### config.mk
export PLATFORM = sky130hd
export DESIGN_NAME = if_prefetch_queue
export DESIGN_NICKNAME = d
export VERILOG_FILES = /design/src/rtl/if_prefetch_queue.sv
export SDC_FILE = /design/constraint.sdc
export NUM_CORES = 1
export LEC_CHECK = 0
export CORE_UTILIZATION = 40
export CTS_CLUSTER_DIAMETER = 200
export DETAILED_ROUTE_END_ITERATION = 10
export HOLD_SLACK_MARGIN = 0.15
export MAX_ROUTING_LAYER = met4
export PLACE_DENSITY = 0.71
export SETUP_SLACK_MARGIN = 0.1
export SLEW_MARGIN = 20
export SYNTH_ARGS = -nofsm -noshare
export SYNTH_HDL_FRONTEND = slang
export SYNTH_SLANG_ARGS = --single-unit
### constraint.sdc
create_clock -name clk -period 5.4 [get_ports clk]
set_clock_uncertainty 0.1 [all_clocks]
set_input_delay 1.08 -clock clk [delete_from_list [all_inputs] [get_ports clk]]
set_output_delay 1.08 -clock clk [all_outputs]
set_load 0.03 [all_outputs]
### src/rtl/if_prefetch_queue.sv
// Instruction-fetch prefetch queue: issues sequential word fetches, buffers
// {instr, pc+4} in a small FIFO and discards the in-flight word on redirect.
module if_prefetch_queue #(
  parameter int DEPTH = 4,
  parameter int CW    = 3
) (
  input  logic          clk,
  input  logic          reset,
  input  logic [31:0]   start_pc,
  input  logic          redirect,
  input  logic [31:0]   redirect_pc,
  output logic          imem_req,
  output logic [31:0]   imem_addr,
  input  logic          imem_ack,
  input  logic [31:0]   imem_rdata,
  output logic          out_valid,
  output logic [31:0]   out_instr,
  output logic [31:0]   out_pcplus4,
  input  logic          out_ready,
  output logic [CW-1:0] count
);
  localparam int PW = (DEPTH > 1) ? $clog2(DEPTH) : 1;

  typedef enum logic {FETCH, DROP} state_t;

  state_t          state_q, state_d;
  logic [31:0]     fetch_pc_q, fetch_pc_d;
  logic [31:0]     target_pc_q, target_pc_d;
  logic [31:0]     addr_q, addr_d;
  logic            req_q, req_d;
  logic [PW-1:0]   rd_ptr_q, rd_ptr_d, wr_ptr_q, wr_ptr_d;
  logic [CW-1:0]   count_q, count_d;
  logic            valid_q, valid_d;
  logic [31:0]     instr_q, instr_d, pc4_q, pc4_d;
  logic [31:0]     instr_mem_q [DEPTH];
  logic [31:0]     instr_mem_d [DEPTH];
  logic [31:0]     pc4_mem_q [DEPTH];
  logic [31:0]     pc4_mem_d [DEPTH];
  logic            push, pop, flush;
  logic [31:0]     redirect_word;
  logic            unused_low_bits;

  assign redirect_word   = {redirect_pc[31:2], 2'b00};
  assign unused_low_bits = ^redirect_pc[1:0];

  always_comb begin
    state_d     = state_q;
    fetch_pc_d  = fetch_pc_q;
    target_pc_d = target_pc_q;
    push        = 1'b0;
    pop         = 1'b0;
    flush       = 1'b0;
    case (state_q)
      FETCH: begin
        if (redirect) begin
          flush = 1'b1;
          if (req_q && !imem_ack) begin
            // The old fetch must still complete on the bus; its data is dropped.
            target_pc_d = redirect_word;
            state_d     = DROP;
          end else begin
            fetch_pc_d = redirect_word;
          end
        end else begin
          pop = valid_q && out_ready;
          if (req_q && imem_ack) begin
            push       = 1'b1;
            fetch_pc_d = fetch_pc_q + 32'd4;
          end
        end
      end
      DROP: begin
        flush = redirect;
        if (redirect) target_pc_d = redirect_word;
        if (imem_ack) begin
          fetch_pc_d = redirect ? redirect_word : target_pc_q;
          state_d    = FETCH;
        end
      end
      default: state_d = FETCH;
    endcase
  end

  always_comb begin
    rd_ptr_d    = rd_ptr_q;
    wr_ptr_d    = wr_ptr_q;
    count_d     = count_q;
    instr_mem_d = instr_mem_q;
    pc4_mem_d   = pc4_mem_q;
    if (flush) begin
      rd_ptr_d = '0;
      wr_ptr_d = '0;
      count_d  = '0;
    end else begin
      if (push) begin
        instr_mem_d[wr_ptr_q] = imem_rdata;
        pc4_mem_d[wr_ptr_q]   = fetch_pc_q + 32'd4;
        wr_ptr_d              = wr_ptr_q + 1'b1;
      end
      if (pop) rd_ptr_d = rd_ptr_q + 1'b1;
      count_d = count_q + CW'(push) - CW'(pop);
    end
    // Outputs are registered, so the head is looked up from next-state contents.
    valid_d = (count_d != '0);
    instr_d = valid_d ? instr_mem_d[rd_ptr_d] : 32'd0;
    pc4_d   = valid_d ? pc4_mem_d[rd_ptr_d] : 32'd0;
  end

  always_comb begin
    req_d  = 1'b0;
    addr_d = fetch_pc_d;
    if (state_d == DROP) begin
      req_d  = 1'b1;
      addr_d = addr_q;
    end else if (state_q == DROP) begin
      req_d  = 1'b0;
    end else if (req_q && !imem_ack && !redirect) begin
      req_d  = 1'b1;
      addr_d = addr_q;
    end else begin
      req_d  = (count_d < CW'(DEPTH));
    end
  end

  always_ff @(posedge clk) begin
    if (reset) begin
      state_q     <= FETCH;
      fetch_pc_q  <= start_pc;
      target_pc_q <= start_pc;
      addr_q      <= start_pc;
      req_q       <= 1'b0;
      rd_ptr_q    <= '0;
      wr_ptr_q    <= '0;
      count_q     <= '0;
      valid_q     <= 1'b0;
      instr_q     <= 32'd0;
      pc4_q       <= 32'd0;
    end else begin
      state_q     <= state_d;
      fetch_pc_q  <= fetch_pc_d;
      target_pc_q <= target_pc_d;
      addr_q      <= addr_d;
      req_q       <= req_d;
      rd_ptr_q    <= rd_ptr_d;
      wr_ptr_q    <= wr_ptr_d;
      count_q     <= count_d;
      valid_q     <= valid_d;
      instr_q     <= instr_d;
      pc4_q       <= pc4_d;
    end
  end

  always_ff @(posedge clk) begin
    instr_mem_q <= instr_mem_d;
    pc4_mem_q   <= pc4_mem_d;
  end

  assign imem_req    = req_q;
  assign imem_addr   = addr_q;
  assign out_valid   = valid_q;
  assign out_instr   = instr_q;
  assign out_pcplus4 = pc4_q;
  assign count       = count_q;
endmodule
==> results.md <==
* CTS tree: built
* Yosys warning total at 0
* Largest net degree at the start of global routing at 76
* Fin Setup TNS at 0 ns
* Grt ovf at 0
* Crit-path max FO at 13
* Most common cell in the netlist: dfxtp_1
* Share of cells above drive strength 1 at 13.4%
* Core Region at around 44000 sq um
* Max layer used: met4
* Reg clk slew, reported paths at 0.06 ns
* Synth-to-Final Area Change at 21.9%
* Synth top cells by count: dfxtp_1, nor2_1, nand2_1, mux2_2, o21ai_0
* Post-route DRC violation count at 0
* Die span in x at 214 um
* NetSw at 2.07 mW
* Number of synthesized flops with an enable pin at 64
* CP endpoint kind: flop
* WL met1 at 22500 um
* Crit path DAT at ~4.7 ns
* Achievable Freq at 232 MHz
* Initial antenna violation count at 0
* Chip height at 214 um
* Global-route wire length before repair at 77600 um
* Vias in the first global route at 14200
* Sw Share at 26.2%
* R2R cell count at 16
* Int Power at approximately 5.8 mW
* PostCTS Resize Cnt at 0
* Post-DRT Antenna Nets at 0
* Seq/Total Area, Yosys at 50.9%
* Later-pin clock latency in the skew report at 0.58 ns
* CTS Hold Bufs at 0
* Worst Path Required at roughly 5.8 ns
* Dpl hpwl at 32300 um
* Final Max Tran Viols at 0
* Worst Hold Class: reg -> reg
* DR vias at approximately 15000
* Clock buffer depth at 3
* Synthesized area at 18000 sq um
* Synth Area per Inst at 9.44 sq um
* Power Dens Cells at 360 nW/um^2
* TritonCTS Sinks at about 430
* Power share of the clock group at 39.6%
* Antenna Cells at 0
* Drt pass-1 iters at 6
* Leakage power at around 8.4 nW
* Iteration-0 DRC Markers at 1256
* Placer Congestion at 0.855
* Clock period minus worst slack at 4.31 ns
* Synth area leaders: dfxtp_1, edfxtp_1, mux2_2, nor2_1, mux2i_1
* Share of the synthesized area in the top cell type at 40.2%
* Routed wire length at ~50000 um
* Net count after synthesis at just over 2000
* Max-cap viol count at 0
* Met3 wire length at 3550 um
* H-tree depth at 2
* Critical Path Start Type: primary input
* Die ar. at 45900 sq um
* Hold Fails Final Rpt at 0
* Sequential share of power at 46.6%
* Yosys reg bits at roughly 430
* Met2 wire length at between 20000 and 25000 um
* Finished Core Util at roughly half
* RSZ-0062 raised after global routing: false
* Standard-cell rows at 77
* Synth Instances at 1908
* Layout Nets at 2142
* Postcts setup bufs at 0
* Initial core utilization at 40.6%
* Wirelength per Cell at between 15 and 20 um
* Critical path class: in -> reg
* Comb power frac at 13.8%
* CTS Buf Count at 46
* Worst-Margin Slew at just over 0.9 ns
* Count of input and output buffers at 199
* Outcome: completed
* Fin crit share at between 70 and 80%
* Max-Slew Margin vs Limit at roughly two fifths
* Via density at 5.52
* Worst Hold Depth at 2
* Synth unique cells at 67
* I/O pin total at between 200 and 250
* Clock root cell: clkbuf_16
* Total Power at about 8 mW
* Post-synthesis async set-or-reset flop share at 0%
* Main synth FF type: dfxtp_1
* GR Util All Layers at a little over a fifth
* Cell taking the most area after synthesis: dfxtp_1
* Maximum vdd drop at approximately 0.27 mV
* Final Setup Violations at 0
cell families (layout without fill, tap and decap cells):
family	after synthesis	in the layout	synth area share, %
mux	218	218	13.4
buf+inv	166	328	3.53
fa+ha+maj	8	8	0.597
flops	426	426	50.9
simple gates	637	637	15.3
compound gates	415	415	14.4
xor+xnor	38	38	1.92
registers in the layout, summed over array words and instances, names as in the netlist:
| name | cells |
|---|---|
| state_q | 1 |
| fetch_pc_q | 32 |
| out_instr | 32 |
| out_valid | 1 |
| rd_ptr_q | 2 |
| imem_req | 1 |
| out_pcplus4 | 32 |
| instr_mem_q | 128 |
| wr_ptr_q | 2 |
| count | 3 |
| target_pc_q | 32 |
| pc4_mem_q | 128 |
| imem_addr | 32 |
worst max-delay path, stage by stage:
cell and delay, ns:
buf_2 0.14, nor4bb_2 0.31, buf_4 0.24, inv_1 0.06, ha_1 0.27, inv_1 0.06, ha_1 0.13, inv_1 0.05
fa_1 0.39, xnor3_1 0.27, a31o_2 0.31, clkinv_1 0.14, nand2_1 0.45, nor2_1 0.19, a22o_1 0.29, a221o_1 0.25
cells in the final DEF, fill, tap and decap left out, drive strengths merged, types with 13 or more instances in the layout:
cell	synthesis	final
nand2	165	165
o22ai	21	21
edfxtp	64	64
nand3	34	34
o21ai	125	125
o211ai	13	13
o21a	35	35
mux2	145	145
o221ai	15	15
inv	14	18
a31oi	41	41
xor2	15	15
buf	28	31
mux2i	69	69
nor2	284	284
clkbuf	123	70
a21oi	91	91
and2	13	13
clkdlybuf4s50	0	197
nor3	90	90
a211oi	14	14
dfxtp	362	362
xnor2	22	22
cell type report:
| cell class | count | area, sq um |
|---|---|---|
| Multi-Input combinational cell | 1316 | 8250 |
| Tap cell | 592 | 741 |
| Clock inverter | 15 | 133 |
| Timing Repair Buffer | 228 | 2220 |
| Fill cell | 4012 | 22400 |
| Clock buffer | 70 | 1380 |
| Sequential cell | 426 | 9170 |
| Inverter | 15 | 56.3 |
power by group through the flow:
stage	registers (mW)	logic (mW)	clock network, mW
after floorplan	3.79	0.637	0
after global placement	3.74	1.04	0
after detailed placement	3.75	1.07	0
after CTS	3.69	1.08	3.18
after global routing	3.72	1.19	3.32
final	3.69	1.09	3.13
path summary, 6_finish.rpt:
path | startpoint | slack, ns | end
setup / recovery | redirect | 1.09 | out_pcplus4[19]
hold / removal | pc4_mem_q[23] | 0.35 | pc4_mem_q[23]
setup reg to reg | imem_req | 1.14 | out_pcplus4[19]
hold reg to reg | pc4_mem_q[23] | 0.35 | pc4_mem_q[23]
through the flow:
| stage | instance area [sq um] | instances | hold WS (ns) | worst slack [ns] |
|---|---|---|---|---|
| floorplan | 18000 | 1908 | 0.315 | 0.557 |
| global placement | 20400 | 2577 | 0.324 | 0.638 |
| detailed placement | 20400 | 2577 | 0.340 | 0.582 |
| CTS | 22000 | 2662 | 0.354 | 1.17 |
| global route | 22000 | 2662 | 0.378 | 0.943 |
| finish | 22000 | 2662 | 0.353 | 1.09 |
metal layers:
metal | track usage [%] | vias to the layer above
li1 | - | 7025
met1 | 28.5 | 7047
met2 | 33.2 | 549
met3 | 3.83 | 85
met4 | 8.05 | 0
met5 | - | -
Power figures use the tool's default switching activity.
